==> src/rtl/csr_counter_read_pkg.sv <==
// Shared constants for the unprivileged counter-CSR read responder:
// CSR addresses, privilege encodings and the response FSM state type.
package csr_counter_read_pkg;

    localparam logic [11:0] CSR_CYCLE      = 12'hC00;
    localparam logic [11:0] CSR_TIME       = 12'hC01;
    localparam logic [11:0] CSR_INSTRET    = 12'hC02;
    localparam logic [11:0] CSR_HPM_LO     = 12'hC03;
    localparam logic [11:0] CSR_HPM_HI     = 12'hC1F;
    localparam logic [11:0] CSR_MCOUNTEREN = 12'h306;
    localparam logic [11:0] CSR_SCOUNTEREN = 12'h106;

    localparam logic [1:0] PRIV_M_DEF = 2'b11;
    localparam logic [1:0] PRIV_S_DEF = 2'b01;
    localparam logic [1:0] PRIV_U_DEF = 2'b00;

    typedef enum logic {
        ST_IDLE = 1'b0,
        ST_RESP = 1'b1
    } state_t;

endpackage

==> src/rtl/csr_counter_read_perm_check.sv <==
// Combinational legality decode for a counter-CSR access: address range,
// write attempts and the mcounteren/scounteren permission chain.
module counter_perm_check
    import csr_counter_read_pkg::*;
#(
    parameter logic [1:0] PRIV_M = PRIV_M_DEF,
    parameter logic [1:0] PRIV_S = PRIV_S_DEF
) (
    input  logic [11:0] req_addr,
    input  logic        req_write,
    input  logic [1:0]  priv,
    input  logic [31:0] mcounteren,
    input  logic [31:0] scounteren,
    output logic        illegal
);

    logic       is_m, is_s, is_u;
    logic       in_ctr_range;
    logic [4:0] idx;

    // Anything that is neither M nor S (including reserved 2'b10) acts as U.
    assign is_m = (priv == PRIV_M);
    assign is_s = (priv == PRIV_S);
    assign is_u = !is_m && !is_s;

    assign in_ctr_range = (req_addr[11:5] == CSR_CYCLE[11:5]);
    assign idx          = req_addr[4:0];

    always_comb begin
        illegal = 1'b1;
        if (in_ctr_range) begin
            illegal = req_write
                   || (is_s && !mcounteren[idx])
                   || (is_u && !(mcounteren[idx] && scounteren[idx]));
        end else if (req_addr == CSR_MCOUNTEREN) begin
            illegal = !is_m;
        end else if (req_addr == CSR_SCOUNTEREN) begin
            illegal = is_u;
        end
    end

endmodule

==> src/rtl/csr_counter_read.sv <==
// Counter-CSR read responder: owns mcounteren/scounteren, snapshots the live
// counters on acceptance and holds a registered response until consumed.
module csr_counter_read
    import csr_counter_read_pkg::*;
#(
    parameter logic [1:0] PRIV_M = PRIV_M_DEF,
    parameter logic [1:0] PRIV_S = PRIV_S_DEF,
    parameter logic [1:0] PRIV_U = PRIV_U_DEF
) (
    input  logic        clk,
    input  logic        rst,
    input  logic        req_valid,
    output logic        req_ready,
    input  logic [11:0] req_addr,
    input  logic        req_write,
    input  logic [63:0] req_wdata,
    input  logic [1:0]  priv,
    input  logic [63:0] mcycle,
    input  logic [63:0] minstret,
    input  logic [63:0] mtime,
    output logic        rsp_valid,
    input  logic        rsp_ready,
    output logic [63:0] rsp_data,
    output logic        rsp_illegal,
    output logic [63:0] mcounteren_o,
    output logic [63:0] scounteren_o
);

    state_t      state, state_nxt;
    logic        accept;
    logic        illegal;
    logic [63:0] rd_val;
    logic [31:0] mcounteren, scounteren;
    logic        unused_ok;

    // Only the low 32 bits of a counteren write are architecturally kept;
    // PRIV_U documents the encoding, everything non-M/S decodes as U anyway.
    assign unused_ok = ^{req_wdata[63:32], PRIV_U};

    counter_perm_check #(
        .PRIV_M (PRIV_M),
        .PRIV_S (PRIV_S)
    ) u_perm (
        .req_addr   (req_addr),
        .req_write  (req_write),
        .priv       (priv),
        .mcounteren (mcounteren),
        .scounteren (scounteren),
        .illegal    (illegal)
    );

    always_ff @(posedge clk) begin
        if (rst) state <= ST_IDLE;
        else     state <= state_nxt;
    end

    always_comb begin
        state_nxt = state;
        req_ready = 1'b0;
        accept    = 1'b0;
        case (state)
            ST_IDLE: begin
                req_ready = 1'b1;
                accept    = req_valid;
                if (req_valid) state_nxt = ST_RESP;
            end
            ST_RESP: begin
                if (rsp_ready) state_nxt = ST_IDLE;
            end
            default: state_nxt = ST_IDLE;
        endcase
    end

    always_comb begin
        rd_val = 64'd0;
        case (req_addr)
            CSR_CYCLE:      rd_val = mcycle;
            CSR_TIME:       rd_val = mtime;
            CSR_INSTRET:    rd_val = minstret;
            CSR_MCOUNTEREN: rd_val = {32'd0, mcounteren};
            CSR_SCOUNTEREN: rd_val = {32'd0, scounteren};
            default:        rd_val = 64'd0;
        endcase
    end

    always_ff @(posedge clk) begin
        if (rst) begin
            rsp_valid   <= 1'b0;
            rsp_data    <= 64'd0;
            rsp_illegal <= 1'b0;
            mcounteren  <= 32'd0;
            scounteren  <= 32'd0;
        end else if (accept) begin
            rsp_valid   <= 1'b1;
            rsp_illegal <= illegal;
            rsp_data    <= illegal ? 64'd0 : rd_val;
            if (!illegal && req_write && req_addr == CSR_MCOUNTEREN)
                mcounteren <= req_wdata[31:0];
            if (!illegal && req_write && req_addr == CSR_SCOUNTEREN)
                scounteren <= req_wdata[31:0];
        end else if (state == ST_RESP && rsp_ready) begin
            rsp_valid <= 1'b0;
        end
    end

    assign mcounteren_o = {32'd0, mcounteren};
    assign scounteren_o = {32'd0, scounteren};

endmodule

==> config.mk <==
export PLATFORM = sky130hd
export DESIGN_NAME = csr_counter_read
export DESIGN_NICKNAME = d
export VERILOG_FILES = /design/src/rtl/csr_counter_read_pkg.sv /design/src/rtl/csr_counter_read_perm_check.sv /design/src/rtl/csr_counter_read.sv
export SDC_FILE = /design/constraint.sdc
export NUM_CORES = 1
export LEC_CHECK = 0
export BUFFER_PORTS_ARGS = -buffer_cell sky130_fd_sc_hd__buf_2
export CORE_AREA = 2 2 184 186
export DETAILED_ROUTE_END_ITERATION = 10
export DIE_AREA = 0 0 186 188
export GPL_ROUTABILITY_DRIVEN = 0
export SETUP_SLACK_MARGIN = 0.5
export SLEW_MARGIN = 20
export SYNTH_ARGS = -nofsm -noshare
export SYNTH_HDL_FRONTEND = slang
export SYNTH_SLANG_ARGS = --single-unit
==> constraint.sdc <==
create_clock -name clk -period 2.19 [get_ports clk]
set_input_delay 0.219 -clock clk [delete_from_list [all_inputs] [get_ports clk]]
set_output_delay 0.219 -clock clk [all_outputs]
set_load 0.01 [all_outputs]
==> metrics.cfg, run 1 <==
[cells_and_area]
fin_cells=1800
area_delta_synth_final_pct=64.8
nFillCells=3364
drive_above_1_share=0.597
fin_util=0.372
fin_nets=1610

[worst_setup_path]
cpMostUsedCell=nor4_2
r2r_start=scounteren[13]$_SDFFE_PP0P_
critPathCaptureType=register
crit_chain=mux4_2 > mux2_2 > nor4_2 > nor4_2 > buf_4 > o21ai_4 > buf_12 > o21ai_1
critPathKind=register to register
worst-r2r-setup-slack_ns=0.05
critPathRequiredTime_ns=2.50
r2r_end=rsp_data[7]$_SDFFE_PP0P_
slowest_delay_ns=0.48
cp-endpoint=rsp_data[7]$_SDFFE_PP0P_
startpoint_type=register
worstSetupStartpoint=scounteren[13]$_SDFFE_PP0P_
slowest_stage=mux4_2
critPathMaxFanout=31
crit_arrival_ns=2.46
reg2regPathDepth=8

[sta]
clock_skew_ns=0.0179
max_slew.worst_pin.slew_ns=1.13
whs_ns=0.0352
fmax_mhz=467
relSlewSlack=0.248
setup_tns_ns=0
rsz0062_at_grt=true
finalSetupViolations=0
finalMaxSlewViolations=0
fin_crit_ns=2.14
hold_viol_final=0
fin_crit_sh=0.978

[clocking]
clkTransAtPathRegs_ns=0.07
ctsRootBufferMaster=clkbuf_16
numClockSinks=131
htreeDepth=4
cts_buffers=17
tritoncts=built
clock_latency_ns=0.44
clk_path_buf_depth=2

[floorplanning]
num_rows=67
io_pins=470
initial_utilization=0.225
coreArea_um2=33100
die_h_um=188
die_w_um=186
die_area_um2=35000

[grt]
grtUsageTotal=0.191
antenna_found_initial=9
grt_pass1_vias=7971
grt_max_degree=67
overflow=0
grt_pass1_wl_mm=48.8

[detailed_routing]
vias=8257
drt-initial-drc-count=298
antenna_left=0
drc=0
wl_per_cell_um=19.5
avgViaCountPerCell=4.59
drt_pass1_iterations=5
wirelength_mm=35.2

[yosys]
netlist_top_cells_count=nand2_1, dfxtp_1, a21oi_1, mux2_2, buf_4
netlist-cell-type-count=36
synth_seq_area_share=0.351
synthTopCellsByArea=dfxtp_1, mux2_2, nand2_1
avgSynthCellArea_um2=8.36
synth_warnings=0
synth_top_cell_by_area=dfxtp_1
synth_seq_cells=131
synth_top_flop_cell=dfxtp_1
yosysMostFrequentCell=nand2_1
netlist_area_um2=7470
yosysTopAreaCellShare=0.351
synth_edf_count=0
synthCells=893
async_flop_share=0

[worst_hold_path]
hp-class=input pin to register

[status]
outcome=finished clean

[run]
drv_cap=0

[power]
powerDensity_nw_per_um2=504
ir_drop_mv=0.491
p_leak_nw=5.46
p_total_mw=6.20

[place]
dpl.cell_count=1731
io_buffers=373
detailed_place_hpwl_mm=25.5

==> state kept, by name, indices dropped and copies added (netlist names) <==
signal / cells
mcounteren: 32
rsp_data: 64
rsp_illegal: 1
rsp_valid: 1
scounteren: 32
state: 1
==> worst min-delay path by stage <==
stage                              start                          to  slack [ns]  cells past startpoint
3_3_place_gp   rsp_data[39]$_SDFFE_PP0P_   rsp_data[39]$_SDFFE_PP0P_        0.43                      2
4_1_cts                     req_wdata[6]  mcounteren[6]$_SDFFE_PP0P_      0.0009                      3
6_report                    req_wdata[5]  scounteren[5]$_SDFFE_PP0P_        0.04                      3
2_1_floorplan               req_wdata[0]  mcounteren[0]$_SDFFE_PP0P_        0.36                      2
5_1_grt                     req_wdata[5]  scounteren[5]$_SDFFE_PP0P_        0.03                      3
3_5_place_dp   rsp_data[22]$_SDFFE_PP0P_   rsp_data[22]$_SDFFE_PP0P_        0.44                      2
==> cells by family (layout without fill, tap and decap cells) <==
logic type / Yosys count / count (layout) / synth area share
AOI/OAI and AO/OA: 236 / 236 / 0.183
buffers and inverters: 138 / 530 / 0.114
DFF: 131 / 131 / 0.351
muxes: 128 / 128 / 0.208
other: 1 / 68 / 0.000502
and+or+nand+nor: 259 / 259 / 0.143
==> worst max-delay path, delay by kind of cell (launching register included) <==
| kind | cells | cell delay [ns] |
|---|---|---|
| flip-flops | 1 | 0.33 |
| buffers and inverters | 2 | 0.37 |
| AO/OA/AOI/OAI | 2 | 0.24 |
| multiplexers | 2 | 0.79 |
| AND/OR/NAND/NOR | 2 | 0.28 |
==> repair_timing <==
item	in CTS	in global routing
setup buffers	14	6
endpoints found under the hold margin	2	0
resized for setup	114	158
setup endpoints to repair	129	129
hold buffers	2	0
pin swaps	48	87
cloned	10	1
==> through the flow <==
| step | area [µm²] | setup WS [ns] |
|---|---|---|
| 2_1_floorplan | 7770 | 0.0734 |
| 6_report | 12300 | 0.0472 |
| 3_3_place_gp | 10200 | -0.329 |
| 4_1_cts | 11700 | 0.0609 |
| 5_1_grt | 12300 | 0.00837 |
| 3_5_place_dp | 10200 | -0.361 |
==> cells in the final DEF (no fill, tap or decap), types with 3 or more instances in the layout <==
cell type,count
clkbuf_16,18
nor2_1,34
mux4_2,12
a22oi_1,64
nand2_4,66
o21ai_1,62
a21oi_1,37
nand2_1,116
buf_4,77
buf_16,11
bufinv_16,3
diode_2,4
mux2_2,96
buf_6,15
nor3_1,3
nand2_2,15
a21oi_2,60
inv_6,7
buf_12,20
buf_8,3
buf_2,366
nor4_2,3
mux2i_1,19
dfxtp_2,13
nor3_4,3
conb_1,64
o21ai_0,5
inv_1,3
or3_4,3
dfxtp_1,117
==> layout make-up <==
cell class,instances,area (µm²),area share
Multi-Input combinational cell,687,5090,0.413
Clock buffer,17,425,0.0346
Sequential cell,131,2640,0.215
Tap cell,448,561,0.0456
Timing Repair Buffer,495,3370,0.274
Inverter,3,11.3,0.000915
Clock inverter,15,195,0.0159
Antenna cell,4,10.0,0.000814
==> power by group <==
part,switching [mW],internal (mW),leakage [nW]
clock,1.27,1.83,0.298
sequential,0.00418,2.38,1.06
combinational,0.377,0.342,4.10
total,1.65,4.56,5.46
==> layer usage <==
layer | global-route usage | share of wire | wire [µm]
met1 | 0.228 | 0.42 | 14700
met2 | 0.328 | 0.49 | 17400
met4 | 0.0703 | 0.024 | 860
met3 | 0.0468 | 0.064 | 2240
met5 | 0 | 0.00065 | 23
No activity file was read; power rests on OpenSTA's default activity.
==> inputs of run 2 (changes only) <==
--- a/config.mk
+++ b/config.mk
@@ -10,7 +10,7 @@
 export DETAILED_ROUTE_END_ITERATION = 10
 export DIE_AREA = 0 0 186 188
 export GPL_ROUTABILITY_DRIVEN = 0
-export SETUP_SLACK_MARGIN = 0.5
+export SETUP_SLACK_MARGIN = 0.2
 export SLEW_MARGIN = 20
 export SYNTH_ARGS = -nofsm -noshare
 export SYNTH_HDL_FRONTEND = slang
==> metrics.cfg, run 2 (synthesis results as in run 1) <==
[status]
outcome=finished clean

[cells_and_area]
largest_reg_flops=64
largestRegisters=rsp_data x64, mcounteren x32, scounteren x32
finalInstanceArea_um2=11200
area_delta_synth_final_pct=49.7
final_common_cell=buf_2
nFillCells=3457
fin_nets=1585
regMostFlops=rsp_data
fin_cells=1777
most-common-layout-cells=buf_2, nand2_1, dfxtp_1
drive_above_1_share=0.521

[run]
drv_cap=0

[clocking]
htreeDepth=4
holdBufCountCts=0
clkTransAtPathRegs_ns=0.07
clk_path_buf_depth=2
ctsRootBufferMaster=clkbuf_16
clock_latency_ns=0.43
cts_buffers=17
numClockSinks=131
tritoncts=built

[floorplanning]
initial_utilization=0.225
io_pins=470
coreArea_um2=33100
die_h_um=188
die_w_um=186
num_rows=67
die_area_um2=35000

[worst_setup_path]
cp_top_family=multiplexers
critPathCaptureType=register
slowest_delay_ns=0.47
reg2regPathDepth=8
worst-r2r-setup-slack_ns=0.05
r2r_start=scounteren[18]$_SDFFE_PP0P_
critPathRequiredTime_ns=2.55
crit_arrival_ns=2.50
crit_chain=mux2i_1 > mux4_2 > a22o_1 > nor4_2 > buf_4 > nand2_8 > buf_12 > o21ai_2
critPathKind=register to register
cp_num_buf_inv=2
critPathMaxFanout=8
startpoint_type=register
slowest_stage=mux4_2
r2r_end=rsp_data[34]$_SDFFE_PP0P_

[detailed_routing]
route.met3.wl_mm=2.33
wirelength_mm=32.8
wl_met2_mm=16.6
drc=0
avgViaCountPerCell=4.49
vias=7983
wl_per_cell_um=18.4
drt-initial-drc-count=324
routed.top_layer=met5
drt_pass1_iterations=4
antenna_left=0
drt-met1-wl_mm=13.1

[sta]
hold_viol_final=0
fin_crit_ns=2.14
finalMaxSlewViolations=0
rsz0062_at_grt=true
fin_crit_sh=0.978
relSlewSlack=0.395
finalSetupViolations=0
clock_skew_ns=0.0135
setup_slack_ns=0.0483
max_slew.worst_pin.slew_ns=0.903
fmax_mhz=467
whs_ns=0.0316

[place]
dpl.cell_count=1734
dp_slack_ns=-0.369
dpl_cell_area_um2=10200
io_buffers=373
detailed_place_hpwl_mm=25.4

[power]
ir_drop_mv=0.516
powerDensity_nw_per_um2=548
p_total_mw=6.13
p_leak_nw=4.88

[grt]
grt_pass1_wl_mm=46.1
grt_pass1_vias=7650
antenna_found_initial=9
overflow=0
grtUsageTotal=0.180
grt_max_degree=66

[worst_hold_path]
hold_end=scounteren[19]$_SDFFE_PP0P_
min_path_cells=3
hp-class=input pin to register
min_from=req_wdata[19]

run 2: tightest hold or removal path, delay by kind of cell:
kind            cells  cell delay [ns]
compound gates      1             0.06
buf+inv             1             0.10
simple gates        1             0.05
run 2: metrics by stage:
step                 util  setup TNS (ns)
floorplan               -               0
global placement    0.308          -29.20
detailed placement  0.308          -33.25
CTS                 0.333               0
finish              0.338               0
global route        0.337           -2.44
run 2: layout make-up:
class	instances	area, µm²	area share
clock buffers	17	425	0.0381
diodes	6	15.0	0.00134
repair buffers	470	2830	0.253
clock inverters	15	194	0.0174
flip-flops and latches	131	2650	0.237
inverters	3	11.3	0.00101
multi-input cells	687	4500	0.402
well taps	448	561	0.0502
run 2: how the worst max path moves through the flow:
stage	start	to	slack, ns	depth (start not counted)
floorplan	req_addr[2]	scounteren[6]$_SDFFE_PP0P_	0.07	10
global placement	req_addr[2]	rsp_data[32]$_SDFFE_PP0P_	-0.33	8
detailed placement	req_addr[1]	rsp_data[12]$_SDFFE_PP0P_	-0.37	11
CTS	mcounteren[15]$_SDFFE_PP0P_	rsp_data[20]$_SDFFE_PP0P_	0.03	9
global route	scounteren[19]$_SDFFE_PP0P_	rsp_data[44]$_SDFFE_PP0P_	-0.07	8
finish	scounteren[18]$_SDFFE_PP0P_	rsp_data[34]$_SDFFE_PP0P_	0.05	8
run 2: per-layer routing:
layer / vias up / global-route usage
li1: 3856 / -
met1: 3736 / 0.212
met2: 340 / 0.317
met3: 45 / 0.0431
met4: 6 / 0.0609
met5: - / 0
run 2: where the power goes:
group          total [mW]  switching, mW  internal [mW]
registers            2.39        0.00331           2.38
clock network        3.09           1.26           1.82
logic               0.654          0.334          0.321
total                6.13           1.60           4.53
run 2: repair_timing:
action	CTS	global route
pin swaps	15	12
endpoints found under the setup margin	65	128
gates cloned	3	0
buffers inserted	2	0
resized for setup	43	37
==> inputs of run 3 (changes only) <==
--- a/config.mk
+++ b/config.mk
@@ -10,6 +10,7 @@
 export DETAILED_ROUTE_END_ITERATION = 10
 export DIE_AREA = 0 0 186 188
 export GPL_ROUTABILITY_DRIVEN = 0
+export PLACE_DENSITY = 0.52
 export SETUP_SLACK_MARGIN = 0.2
 export SLEW_MARGIN = 20
 export SYNTH_ARGS = -nofsm -noshare
==> metrics.cfg, run 3 (synthesis results as in run 1) <==
[power]
p_leak_nw=4.87
ir_drop_mv=0.460
power.switching_mw=1.50
power_frac_comb=0.108
clkPwrFrac=0.496
powerDensity_nw_per_um2=541
p_int_mw=4.53
pwr-share-seq=0.396
swShare=0.249

[floorplanning]
die_h_um=188
num_rows=67
die_w_um=186
coreArea_um2=33100
initial_utilization=0.225
io_pins=470
die_area_um2=35000

[clocking]
holdBufCountCts=0
clkTransAtPathRegs_ns=0.07
ctsRootBufferMaster=clkbuf_16
tritoncts=built
numClockSinks=131
clk_path_buf_depth=2
clock_latency_ns=0.43
htreeDepth=4
cts_buffers=17

[sta]
hold_viol_final=0
relSlewSlack=0.525
finalSetupViolations=0
fin_crit_ns=2.17
finalMaxSlewViolations=0
fin_crit_sh=0.989
max_slew.worst_pin.slew_ns=0.713
rsz0062_at_grt=true
fmax_mhz=462
whs_ns=0.0279
clock_skew_ns=0.0136

[cells_and_area]
final_common_cell=buf_2
fin_nets=1584
regMostFlops=rsp_data
area_delta_synth_final_pct=49.3
most-common-layout-cells=buf_2, nand2_1, dfxtp_1
fin_cells=1776
drive_above_1_share=0.514
largest_reg_flops=64
largestRegisters=rsp_data x64, mcounteren x32, scounteren x32
fin_util=0.337

[worst_setup_path]
slowest_stage=mux4_2
cp_num_buf_inv=3
critPathRequiredTime_ns=2.55
critPathMaxFanout=10
crit_cells=9
reg2regPathDepth=9
cp_top_family=multiplexers
critPathKind=register to register
critPathCaptureType=register
crit_arrival_ns=2.52
slowest_delay_ns=0.50
startpoint_type=register
crit_chain=mux2i_1 > mux4_2 > a32o_2 > nor4_4 > buf_4 > o21ai_4 > buf_12 > clkbuf_16 > o21ai_1

[grt]
grt_max_degree=59
antenna_found_initial=7
overflow=0
grtUsageTotal=0.174
grt_pass1_wl_mm=44.9
grt_pass1_vias=7515

[place]
dpl.cell_count=1730
io_buffers=373
detailed_place_hpwl_mm=24.5

[detailed_routing]
route.met3.wl_mm=2.29
vias=7879
drt-met1-wl_mm=13.5
drc=0
wl_met2_mm=16.1
wl_per_cell_um=18.2
wirelength_mm=32.3
routed.top_layer=met5
antenna_left=0
drt_pass1_iterations=5
avgViaCountPerCell=4.44
drt-initial-drc-count=279

[status]
outcome=finished clean

[worst_hold_path]
min_path_cells=3
hp-class=input pin to register

[run]
drv_cap=0

==> run 3: cell count changes in the layout (fill, tap and decap cells not counted), sizes merged <==
| cell | delta |
|---|---|
| clkbuf | +4 |
| clkinvlp | +2 |
| buf | -2 |
| inv | -7 |
| clkinv | +2 |
==> run 3: layer usage <==
layer	global-route usage	vias up
met5	0	-
met4	0.0439	2
met3	0.0425	20
met2	0.303	313
met1	0.212	3691
li1	-	3853
==> run 3: cell type report <==
cell class	instances	area, µm²
timing repair buffer	469	2800
inverter	3	11.3
fill	3505	22000
antenna	6	15.0
multi-input combinational	687	4520
clock inverter	12	158
tap	448	561
sequential	131	2640
clock buffer	20	447
==> run 3: power by group through the flow <==
| stage | Combinational [mW] | Sequential (mW) | Clock [mW] |
|---|---|---|---|
| 2_1_floorplan | 0.393 | 2.44 | 0 |
| 3_3_place_gp | 0.642 | 2.44 | 0 |
| 3_5_place_dp | 0.647 | 2.44 | 0 |
| 4_1_cts | 0.654 | 2.39 | 3.08 |
| 5_1_grt | 0.706 | 2.39 | 3.18 |
| 6_report | 0.649 | 2.39 | 2.99 |
==> run 3: final timing paths <==
path,startpoint,end,slack (ns)
setup / recovery,scounteren[3]$_SDFFE_PP0P_,rsp_data[20]$_SDFFE_PP0P_,0.02
hold / removal,req_wdata[3],scounteren[3]$_SDFFE_PP0P_,0.03
setup reg to reg,scounteren[3]$_SDFFE_PP0P_,rsp_data[20]$_SDFFE_PP0P_,0.02
hold reg to reg,rsp_data[29]$_SDFFE_PP0P_,rsp_data[29]$_SDFFE_PP0P_,0.44
==> run 3: timing repair <==
item                       4_1_cts  5_1_grt
setup endpoints to repair       65      129
buffers inserted                 0        4
pin swaps                        1       26
cloned                           0        4
gates resized for setup         12       63
==> run 3: metrics by stage <==
stage	TNS [ns]	instance area, µm²	power, mW	worst slack, ns
after detailed placement	-32.96	10100	3.09	-0.338
after global routing	-0.918	11100	6.28	-0.0510
after CTS	0	10800	6.12	0.0354
final	0	11100	6.03	0.0248
after global placement	-29.57	10100	3.09	-0.315
after floorplan	0	7770	2.84	0.0734
==> run 3: worst min-delay path, cell delays in order <==
cell	delay, ns
buf_2	0.10
nand2_1	0.05
a21oi_1	0.05
